===== src/rtl/game_pkg.sv =====
// Shared game constants for the motion stage and the display stage:
// map geometry, finish line, FSM encoding and the jump sprite profile.
package game_pkg;

  localparam int TILE     = 80;
  localparam int LANES    = 5;
  localparam int WIN_Y    = 16080;
  localparam int BS_W     = 3;
  localparam int JUMP_LEN = 11;

  typedef enum logic [2:0] {
    ST_IDLE,
    ST_RUN,
    ST_WAIT,
    ST_SAMPLE,
    ST_FAIL,
    ST_WIN
  } state_t;

  typedef logic [BS_W-1:0] bs_t;

  // Height per profile step; the last entry lands the ball.
  localparam bs_t JUMP_PROFILE [JUMP_LEN] = '{
    3'd1, 3'd2, 3'd3, 3'd4, 3'd5, 3'd5, 3'd4, 3'd3, 3'd2, 3'd1, 3'd0
  };

endpackage


===== src/rtl/game_tick.sv =====
// Free-running game tick divider: one-cycle pulse every TICK_DIV clocks.
module game_tick #(
  parameter int TICK_DIV = 1000000
) (
  input  logic clk,
  input  logic clrn,
  output logic tick
);

  localparam int CW = (TICK_DIV > 1) ? $clog2(TICK_DIV) : 1;

  logic [CW-1:0] cnt;

  assign tick = (cnt == CW'(TICK_DIV - 1));

  always_ff @(posedge clk or negedge clrn) begin
    if (!clrn) begin
      cnt <= '0;
    end else if (tick) begin
      cnt <= '0;
    end else begin
      cnt <= cnt + 1'b1;
    end
  end

endmodule


===== src/rtl/ball_motion.sv =====
// Ball motion game logic: lateral and forward motion on the game tick, jump
// profile, and hole/finish detection against the map tile ROM.
module ball_motion
  import game_pkg::*;
#(
  parameter int TICK_DIV   = 1000000,
  parameter int X_STEP     = 4,
  parameter int Y_SPEED    = 2,
  parameter int X_MAX      = 400,
  parameter int X_INIT     = 200,
  parameter int JUMP_TICKS = 4
) (
  input  logic            clk,
  input  logic            clrn,
  input  logic            start,
  input  logic            btn_left,
  input  logic            btn_right,
  input  logic            btn_jump,
  input  logic            tile_hole,
  output logic [2:0]      q_index_x,
  output logic [10:0]     q_index_y,
  output logic [9:0]      x_ball,
  output logic [25:0]     y_ball,
  output logic [BS_W-1:0] ball_state,
  output logic            fail,
  output logic            win
);

  localparam int JW = (JUMP_TICKS > 1) ? $clog2(JUMP_TICKS) : 1;

  state_t        state;
  logic          tick;
  logic [6:0]    y_frac;
  logic [10:0]   tile_y;
  logic          active;
  logic          pending;
  logic          jump_prev;
  logic [3:0]    phase;
  logic [JW-1:0] jcnt;
  logic          grounded;
  logic          jump_edge;
  logic          jump_start;
  logic [7:0]    frac_sum;
  logic [9:0]    lane;

  game_tick #(.TICK_DIV(TICK_DIV)) u_tick (
    .clk  (clk),
    .clrn (clrn),
    .tick (tick)
  );

  assign grounded   = !active && (ball_state == '0);
  assign jump_edge  = btn_jump && !jump_prev;
  assign jump_start = (state == ST_RUN) && tick && grounded && pending;
  assign frac_sum   = {1'b0, y_frac} + 8'(Y_SPEED);
  assign lane       = x_ball / 10'(TILE);
  assign q_index_x  = (lane > 10'(LANES - 1)) ? 3'(LANES - 1) : lane[2:0];
  assign q_index_y  = tile_y;

  always_ff @(posedge clk or negedge clrn) begin
    if (!clrn) begin
      state      <= ST_IDLE;
      x_ball     <= 10'(X_INIT);
      y_ball     <= '0;
      y_frac     <= '0;
      tile_y     <= '0;
      ball_state <= '0;
      active     <= 1'b0;
      phase      <= '0;
      jcnt       <= '0;
      pending    <= 1'b0;
      jump_prev  <= 1'b0;
      fail       <= 1'b0;
      win        <= 1'b0;
    end else begin
      jump_prev <= btn_jump;
      // A jump request is only latched while the ball can actually take off.
      if (jump_start) begin
        pending <= 1'b0;
      end else if ((state == ST_RUN) && grounded && jump_edge) begin
        pending <= 1'b1;
      end

      case (state)
        ST_IDLE: begin
          if (start) state <= ST_RUN;
        end
        ST_RUN: begin
          if (tick) begin
            if (btn_left && !btn_right) begin
              x_ball <= (x_ball < 10'(X_STEP)) ? '0 : x_ball - 10'(X_STEP);
            end else if (btn_right && !btn_left) begin
              x_ball <= (x_ball > 10'(X_MAX - X_STEP)) ? 10'(X_MAX) : x_ball + 10'(X_STEP);
            end
            y_ball <= y_ball + 26'(Y_SPEED);
            if (frac_sum >= 8'(TILE)) begin
              y_frac <= 7'(frac_sum - 8'(TILE));
              tile_y <= tile_y + 11'd1;
            end else begin
              y_frac <= frac_sum[6:0];
            end
            if (grounded) begin
              if (pending) begin
                active     <= 1'b1;
                phase      <= '0;
                jcnt       <= '0;
                ball_state <= JUMP_PROFILE[0];
              end
            end else if (jcnt == JW'(JUMP_TICKS - 1)) begin
              jcnt       <= '0;
              phase      <= phase + 4'd1;
              ball_state <= JUMP_PROFILE[phase + 4'd1];
              if (phase == 4'(JUMP_LEN - 2)) active <= 1'b0;
            end else begin
              jcnt <= jcnt + 1'b1;
            end
            state <= ST_WAIT;
          end
        end
        // The query indices already show the new position; this cycle covers the ROM latency.
        ST_WAIT: state <= ST_SAMPLE;
        ST_SAMPLE: begin
          if (tile_hole && grounded) begin
            state <= ST_FAIL;
            fail  <= 1'b1;
          end else if (y_ball > 26'(WIN_Y)) begin
            state <= ST_WIN;
            win   <= 1'b1;
          end else begin
            state <= ST_RUN;
          end
        end
        ST_FAIL: state <= ST_FAIL;
        ST_WIN:  state <= ST_WIN;
        default: state <= ST_IDLE;
      endcase
    end
  end

endmodule

===== config.mk =====
export PLATFORM = sky130hd
export DESIGN_NAME = ball_motion
export DESIGN_NICKNAME = d
export VERILOG_FILES = /design/src/rtl/game_pkg.sv /design/src/rtl/game_tick.sv /design/src/rtl/ball_motion.sv
export SDC_FILE = /design/constraint.sdc
export NUM_CORES = 1
export LEC_CHECK = 0
export BUFFER_PORTS_ARGS = -buffer_cell sky130_fd_sc_hd__buf_2
export CORE_ASPECT_RATIO = 1.25
export CORE_UTILIZATION = 45
export CTS_CLUSTER_DIAMETER = 150
export DETAILED_ROUTE_END_ITERATION = 12
export GPL_TIMING_DRIVEN = 0
export PLACE_DENSITY = 0.67
export SLEW_MARGIN = 20
export SYNTH_ARGS = -nofsm -noshare
export SYNTH_HDL_FRONTEND = slang
export SYNTH_SLANG_ARGS = --single-unit
export TNS_END_PERCENT = 20

===== constraint.sdc =====
create_clock -name clk -period 4 [get_ports clk]
set_input_delay 0.4 -clock clk [delete_from_list [all_inputs] [get_ports clk]]
set_output_delay 0.4 -clock clk [all_outputs]
set_load 0.02 [all_outputs]

* Word-level counts from Yosys, hierarchy flattened
Memory sizes are Yosys's and may differ from the RTL's. Index checks and enable logic that the tools add are counted.
Storage, ports and cells: ROM bits 48, bits of input ports 7, flip-flop bits (word level) 91, memories 1, word-level logic and storage cells 102
Operators by class: div/mod/pow operators 1, reduce and logical (&&, ||, !) cells 29, bitwise gates (word level) 2, muxes and demuxes 29, $add $sub $neg 9, eq/ne operators 11, $lt $le $gt $ge 6
Memories:
- (name not given) | depth 16, width 3, read ports 1, clocked after Yosys merged registers in 0, write ports 0, RTL line ball_motion.sv:112 | ball_state <= JUMP_PROFILE[phase + 4'd1];
Operators by type and width (count):
- $mux W10 | 4
- $mux W3 | 10
- $add A26 B2 Y26 const B | 1
- $gt A26 B14 Y1 const B | 1
- $add A20 B1 Y20 const B | 1
- $eq A20 B20 Y1 const B | 1
- $mux W20 | 1
- $pmux W3 S6 | 1
- $mux W4 | 3
- $reduce_and A3 Y1 | 4
- $add A11 B1 Y11 const B | 1
- $add A10 B3 Y10 const B | 1
- $div A10 B7 Y10 const B | 1
- $gt A10 B3 Y1 const B | 1
- $gt A10 B9 Y1 const B | 1
- $logic_and A1 B1 Y1 | 10
- $lt A10 B3 Y1 const B | 1
- $sub A10 B3 Y10 const B | 1
- $add A7 B2 Y8 const B | 1
- $ge A8 B7 Y1 const B | 1
- $reduce_bool A2 Y1 | 4
- $mux W7 | 1
- $sub A7 B7 Y7 const B | 1
- $eq A3 B2 Y1 const B | 2
- other kinds (17) | 33

* Logic depth before layout (Yosys ltp)
Gate-level depths: netlist (run 1).
word-level depth 7, depth in mapped cells 9, mapped depth without buffers 8

* By module
From an unflattened synthesis (run 1), not the netlist that was laid out.
Second synthesis, totals: cell total of the unflattened synthesis 542, area, all modules 5154.9 um^2
Modules (own cells, without submodules):
- ball_motion | cells an instance 445, sequential area each 1680.4 um^2, area each 4110.2 um^2, instances 1
- game_tick | cells an instance 97, sequential area each 500.5 um^2, area each 1044.8 um^2, instances 1

* Least setup slack after synthesis (run 1)
OpenSTA, ideal clock, no wires.
path type register -> register, from register y_frac[4], to register tile_y[7] (netlist: q_index_y[7]), buffers on the path 2, clock period less this slack 2.275 ns, stages on the path, launching flop included 10, setup slack 1.725 ns, arrival 2.195 ns, path through dfrtp_1 > clkbuf_1 > nand3_1 > xor2_1 > ha_1 > nor4_1 > a211oi_1 > clkbuf_1 > nor4bb_1 > xor2_1
On the way: cells in the longest elaborated chain, start to end 3
RTL lines:
- start, declared | RTL line ball_motion.sv:33 | logic [6:0] y_frac;
- start signal, assigned | RTL line ball_motion.sv:97 | y_frac <= 7'(frac_sum - 8'(TILE));
- start signal, assigned | RTL line ball_motion.sv:100 | y_frac <= frac_sum[6:0];
- $add A7 B2 Y8 | RTL line ball_motion.sv:55 | assign frac_sum = {1'b0, y_frac} + 8'(Y_SPEED);
- $ge A8 B7 Y1 | RTL line ball_motion.sv:96 | if (frac_sum >= 8'(TILE)) begin
- $reduce_and A3 Y1 (no line)
- end signal, assigned | RTL line ball_motion.sv:98 | tile_y <= tile_y + 11'd1;
- end, declared | RTL line ball_motion.sv:34 | logic [10:0] tile_y;
No other way between the ends. A chain may end at the register's enable or synchronous reset.

* Worst setup path in the final report (run 1)
Ends and elaborated chain as after synthesis.

==> summary.md, run 1 <==
| Metric | Value |
|---|---|
| Outcome | `complete, no violations` |
| H-tree lvl count | `3` |
| CTS tree | `done` |
| Via/cell ratio | `5.543` |
| Antenna cell count | `0` |
| Finished Core Util | `53.71%` |
| Leak pwr | `2.762 nW` |
| Nets | `618` |
| # Post-CTS Setup Buffers | `0` |
| Die Span X | `95.48 µm` |
| Largest net degree at the start of global routing | `55` |
| Clock transition at path regs | `0.07 ns` |
| Nature of the critical path endpoint | `flip-flop` |
| Total Wirelength | `10690 µm` |
| Required @ worst endpoint | `4.27 ns` |
| First-pass GRT wire length | `17950 µm` |
| Die area | `11350 µm²` |
| Hold crit path type | `in2async` |
| Sw Share | `21.53%` |
| Pre-antenna DRT Iters | `4` |
| Clock Sinks | `87` |
| DR vias | `4041` |
| Net Switching | `0.3776 mW` |
| Pwr Density | `307.5 nW/µm²` |
| Num rows | `42` |
| FF+latch count, synth | `87` |
| Pint | `1.376 mW` |
| Worst-Margin Slew | `1.007 ns` |
| Worst setup SP type | `flip-flop` |
| CORE AREA | `10620 µm²` |
| Die H | `118.8 µm` |
| Yosys warning total | `0` |
| CP max-delay cell | `nor4_1` |
| Skew-Pair Late Insertion Delay | `0.34 ns` |
| FF/Latch Area | `2181 µm²` |
| VDD IR max | `227.1 µV` |
| Max-cap viol count | `0` |
| Cts repair resizes | `0` |
| Sequential Power Share | `50.2%` |
| Remaining antenna violation count after routing | `0` |
| Min Tclk post-route | `2.629 ns` |
| Max Clk Rate | `380.3 MHz` |
| Worst path cell trace | `clkbuf_1 > nand3_1 > xor2_1 > ha_1 > nor4_1 > a211oi_1 > clkbuf_1 > nor4bb_1 > xor2_1` |
| First DRT Iteration DRCs | `146` |
| Post-synthesis sequential area ratio | `44.37%` |
| Number of buffers created by CTS | `9` |
| Ys async rst share | `100.0%` |
| Setup TNS Final | `0 ns` |
| GRT Overall Usage | `20.19%` |
| Post-Syn Area | `4915 µm²` |
| Clock share of power | `47.8%` |
| Syn Inst Count | `521` |
| Initial antenna violation count | `0` |
| Comb power frac | `2.0%` |
| Count of final hold-check violations | `0` |
| Commonest non-fill, non-tap cell in the layout | `dfrtp_1` |
| Final setup viols | `0` |
| Via count of the first global-routing pass | `3917` |
| Cell variety after synth | `70` |
| Post-synth EDFFs | `0` |
| Top Ports | `62` |
| Final worst path period share | `65.74%` |
| CP Max Fanout | `10` |
| Fill cell count | `978` |
| Routed len/inst | `14.66 µm` |
| Global placement routability congestion | `0.8656` |
| Setup CP Type | `reg2reg` |
| Multi-input gate area | `2534 µm²` |
| RSZ-0062 raised after global routing | `no` |
| Clock Skew | `0.008993 ns` |
| Synth Flop Type | `dfrtp_1` |
| Max-slew violation count | `0` |
| DP HPWL | `7842 µm` |
| Max clock buf depth | `2` |
| IO Port Bufs | `58` |
| CP max stage delay | `0.41 ns` |
| Residual DRC count | `0` |
| Share of layout cells above drive strength 1 | `15.75%` |
| Synthesis-to-finish area growth | `16.01%` |
| Mapped Avg Cell Area | `9.433 µm²` |
| Most frequent cells in the layout | `84 x dfrtp_1, 58 x buf_2, 48 x nand2_1, 46 x nor2_1, 32 x xor2_1` |
| Grt total ovfl | `0` |
| Cts hold-fix bufs | `0` |
| Initial core utilization | `46.30%` |
| CP arrival | `2.89 ns` |
| Final hold slack | `0.01899 ns` |
| Slew HR | `32.23%` |
| Root Buffer | `clkbuf_16` |
-- cells by family (layout without fill, tap and decap cells) --
kind of cell | after synthesis | in the layout | share of synthesized area [%]
and+or+nand+nor | 219 | 219 | 24.21
DFF | 87 | 87 | 44.37
AOI/OAI and AO/OA | 81 | 81 | 11.15
xor gates and xnor gates | 59 | 59 | 10.51
buffers and inverters | 52 | 126 | 4.226
adders and majority gates | 18 | 18 | 4.583
muxes | 4 | 4 | 0.8656
other | 1 | 3 | 0.07630
-- layout make-up --
cell class	count	share of cell area (%)
multi-input cells	384	44.44
flip-flops and latches	87	38.25
repair buffers	59	5.618
clock buffers	9	3.950
well taps	132	2.897
plain buffers	27	1.997
inverters	25	1.646
clock inverters	6	1.207
-- worst max-delay path: cells and delay by family (launching register included) --
kind / cells / cell delay (ns)
simple gates: 3 / 0.94
flops: 1 / 0.32
xor+xnor: 2 / 0.34
buf+inv: 2 / 0.55
compound gates: 1 / 0.11
fa+ha+maj: 1 / 0.30
-- registers in the layout (all words and copies together), names as in the netlist, 2 cells and up --
register / flops
x_ball: 8
jcnt: 2
y_ball: 25
phase: 4
y_frac: 6
ball_state: 3
q_index_y: 11
u_tick.cnt: 20
state: 3
-- cells in the mapped netlist, drive strengths merged, types with 2 or more instances --
cell      n  share of area (%)
o31ai     2               0.41
nor2     46                3.5
a21oi    15                1.5
nand4bb   3                1.0
dfrtp    84                 43
or4       4               0.69
ha       18                4.6
nand3    27                2.7
xor2     32                5.7
buf       4               0.56
nor4     20                2.5
nor2b     7               0.89
o211ai    3               0.46
o311ai    2               0.36
a31o      2               0.36
a21o      2               0.31
mux2      2               0.46
nand4     9                1.1
and4b     2               0.41
xnor2    27                4.8
o22ai     2               0.25
mux2i     2               0.41
dfstp     3                1.6
and3      7               0.89
and2      2               0.25
a41oi     2               0.36
or2       3               0.38
a31oi     9                1.1
nand2b    5               0.64
and4      4               0.71
a311oi    2               0.36
and4bb    2               0.51
or3       3               0.48
or4b      2               0.48
a32o      4               0.81
nand2    48                3.7
o2111ai   2               0.36
nor3     18                1.8
o41ai     2               0.36
o21ai    21                2.1
inv      25                1.9
nor3b     3               0.56
clkbuf   23                1.8
-- per-layer routing --
metal / share of wire, % / track usage, % / routed length, µm / vias up
met1: 45 / 25.41 / 4791 / 1949
met5: 0 / 0 / 0 / -
met2: 49 / 32.95 / 5209 / 79
met3: 4.6 / 4.725 / 494 / 16
met4: 1.8 / 8.302 / 191 / 0
li1: - / - / - / 1997
-- power by group through the flow --
stage / clock network (mW) / logic [mW] / registers, mW
global route: 0.898 / 0.0417 / 0.880
CTS: 0.863 / 0.0374 / 0.880
global placement: 0 / 0.0327 / 0.897
floorplan: 0 / 0.00962 / 0.897
detailed placement: 0 / 0.0373 / 0.897
finish: 0.837 / 0.0358 / 0.880
-- final timing paths --
kind / startpoint / endpoint / slack (ns) / depth (start not counted)
max in group asynchronous: clrn / x_ball[7] / 3.30 / 2
min in group clk: btn_jump / jump_prev / 0.20 / 1
min: clrn / x_ball[8] / 0.02 / 1
min reg2reg: fail / fail / 0.46 / 1
max reg2reg: y_frac[4] / q_index_y[7] / 1.37 / 9
max: y_frac[4] / q_index_y[7] / 1.37 / 9
-- stage by stage --
step                      instance area [µm²]  total power [mW]  worst slack, ns  cells
final                                    5702             1.754            1.371    729
after global routing                     5702             1.820            1.157    729
after CTS                                5702             1.780            1.393    729
after detailed placement                 5408            0.9341            1.401    714
after global placement                   5378            0.9295            1.465    713
after floorplan                          4922            0.9067            1.725    523
No activity file was read; power rests on OpenSTA's default activity.
==> run 2: changes to the inputs <==
==> constraint.sdc (replaced) <==
create_clock -name clk -period 2.5 [get_ports clk]
set_input_delay 0.25 -clock clk [delete_from_list [all_inputs] [get_ports clk]]
set_output_delay 0.25 -clock clk [all_outputs]
set_load 0.02 [all_outputs]
==> run 2 against run 1 <==
Clock power rose by 60%. Clock-buffer cell count is the same. Critical path type unchanged. Critical endpoint is now x_ball[5]. Combinational power increased by 65%. Largest power group unchanged.
==> summary.md, run 2 (synthesis results as in run 1) <==
| Metric | Value |
|---|---|
| Num rows | `42` |
| First-pass GRT wire length | `18040 µm` |
| Global placement routability congestion | `0.8656` |
| Commonest non-fill, non-tap cell in the layout | `dfrtp_1` |
| CORE AREA | `10620 µm²` |
| IO Port Bufs | `58` |
| Die Span X | `95.48 µm` |
| Max-cap viol count | `0` |
| Top Ports | `62` |
| Count of final hold-check violations | `0` |
| Die area | `11350 µm²` |
| Outcome | `complete, no violations` |
| Max-slew violation count | `0` |
| Skew-Pair Late Insertion Delay | `0.34 ns` |
| Clock transition at path regs | `0.06 ns` |
| Most frequent cells in the layout | `84 x dfrtp_1, 59 x buf_2, 48 x nand2_1, 46 x nor2_1, 32 x xor2_1` |
| Min Tclk post-route | `2.372 ns` |
| RR Startpoint | `u_tick.cnt[0]` |
| Final setup viols | `0` |
| Slew HR | `33.62%` |
| CP arrival | `2.62 ns` |
| Worst-Margin Slew | `0.9866 ns` |
| Via/cell ratio | `5.566` |
| GRT Overall Usage | `20.29%` |
| Post-route cell area | `5762 µm²` |
| Hold crit path type | `in2reg` |
| Max clock buf depth | `2` |
| Nature of the critical path endpoint | `flip-flop` |
| Largest net degree at the start of global routing | `55` |
| Routed len/inst | `14.77 µm` |
| Max Clk Rate | `421.6 MHz` |
| Pre-CTS WS | `-0.09887 ns` |
| Remaining antenna violation count after routing | `0` |
| Fin worst setup slack | `0.1280 ns` |
| Required @ worst endpoint | `2.75 ns` |
| Clock Sinks | `87` |
| Reg2Reg Setup Slack | `0.13 ns` |
| Pwr Density | `487.0 nW/µm²` |
| Final worst path period share | `94.88%` |
| Initial core utilization | `46.30%` |
| Total Wirelength | `10750 µm` |
| Nets | `617` |
| DR vias | `4052` |
| Residual DRC count | `0` |
| Initial antenna violation count | `0` |
| First DRT Iteration DRCs | `161` |
| Synthesis-to-finish area growth | `17.24%` |
| Worst setup SP type | `flip-flop` |
| Share of layout cells above drive strength 1 | `17.79%` |
| Root Buffer | `clkbuf_16` |
| CP Max Fanout | `8` |
| Via count of the first global-routing pass | `3930` |
| Hold Path Cell Cnt | `1` |
| Antenna cell count | `0` |
| Hold EP | `jump_prev` |
| Leak pwr | `2.774 nW` |
| CTS tree | `done` |
| Pre-antenna DRT Iters | `4` |
| Area after DPL | `5408 µm²` |
| RSZ-0062 raised after global routing | `no` |
| Reg-to-reg endpoint | `x_ball[5]` |
| Number of buffers created by CTS | `9` |
| Most flops, register | `y_ball` |
| VDD IR max | `363.5 µV` |
| Max reg flops | `25` |
| DP HPWL | `7842 µm` |
| H-tree lvl count | `3` |
| Die H | `118.8 µm` |
| FF-to-FF path depth | `6` |
| Clock Skew | `0.007463 ns` |
| Hold Path Origin | `btn_jump` |
| Setup CP Type | `reg2reg` |
| Grt total ovfl | `0` |
-- run 2: cell types whose count changed in the layout (fill, tap and decap cells not counted), moves of 2 or more --
cell	change
clkbuf_2	+2
nor4_1	-4
a311oi_2	+2
clkbuf_1	-5
a311oi_1	-2
nor4_2	+4
-- run 2: timing repair --
item	CTS	global route
setup endpoints to repair	8	25
hold endpoints to repair	32	0
gates resized for setup	3	13
hold buffers	1	0
cloned	0	0
buffers inserted	0	0
-- run 2: report_power, final --
part | leakage [nW] | internal (mW) | total, mW | switching, mW
combinational | 1.46 | 0.0171 | 0.0590 | 0.0419
sequential | 1.17 | 1.41 | 1.41 | 0.000178
clock | 0.143 | 0.777 | 1.34 | 0.561
-- run 2: layout make-up --
type                    count  area [µm²]
plain buffers              25       110.1
clock buffers               9       225.2
clock inverters             6       68.82
fillers                   968        4853
inverters                  25       93.84
multi-input cells         384        2587
flip-flops and latches     87        2181
well taps                 132       165.2
repair buffers             60       330.3
-- run 2: worst max-delay path, stage by stage (launching register included) --
cell       delay [ns]
dfrtp_1          0.42
ha_1             0.27
nand2_1          0.09
nand4bb_4        0.29
or4b_4           0.56
or3_4            0.43
o31ai_2          0.22
-- run 2: how the worst max path moves through the flow --
stage               cells after the start     startpoint           end
finish                                  6  u_tick.cnt[0]     x_ball[5]
global route                            6      x_ball[2]     x_ball[4]
CTS                                     9      y_frac[1]  q_index_y[7]
detailed placement                      9      y_frac[4]  q_index_y[7]
global placement                        6      x_ball[2]     x_ball[4]
floorplan                               9      y_frac[4]  q_index_y[7]
-- run 2: through the flow --
| stage | std cells | util, % | TNS [ns] | power (mW) | hold slack [ns] |
|---|---|---|---|---|---|
| 2_1_floorplan | 523 | - | 0 | 1.451 | -0.04559 |
| 3_3_place_gp | 713 | 50.66 | -0.08080 | 1.487 | 0.3950 |
| 3_5_place_dp | 714 | 50.94 | -0.3119 | 1.495 | 0.2517 |
| 4_1_cts | 729 | 53.96 | 0 | 2.850 | 0.03646 |
| 5_1_grt | 728 | 54.28 | 0 | 2.913 | 0.03886 |
| 6_report | 728 | 54.28 | 0 | 2.806 | 0.05257 |
-- run 2: metal layers --
metal | part of all wire (%) | vias up | routed length, µm | global-route usage (%)
met2 | 49 | 72 | 5235 | 33.21
met1 | 45 | 1971 | 4836 | 25.45
met4 | 1.7 | 0 | 187 | 8.302
met3 | 4.6 | 16 | 493 | 4.725
li1 | - | 1993 | - | -
met5 | 0 | - | 0 | 0
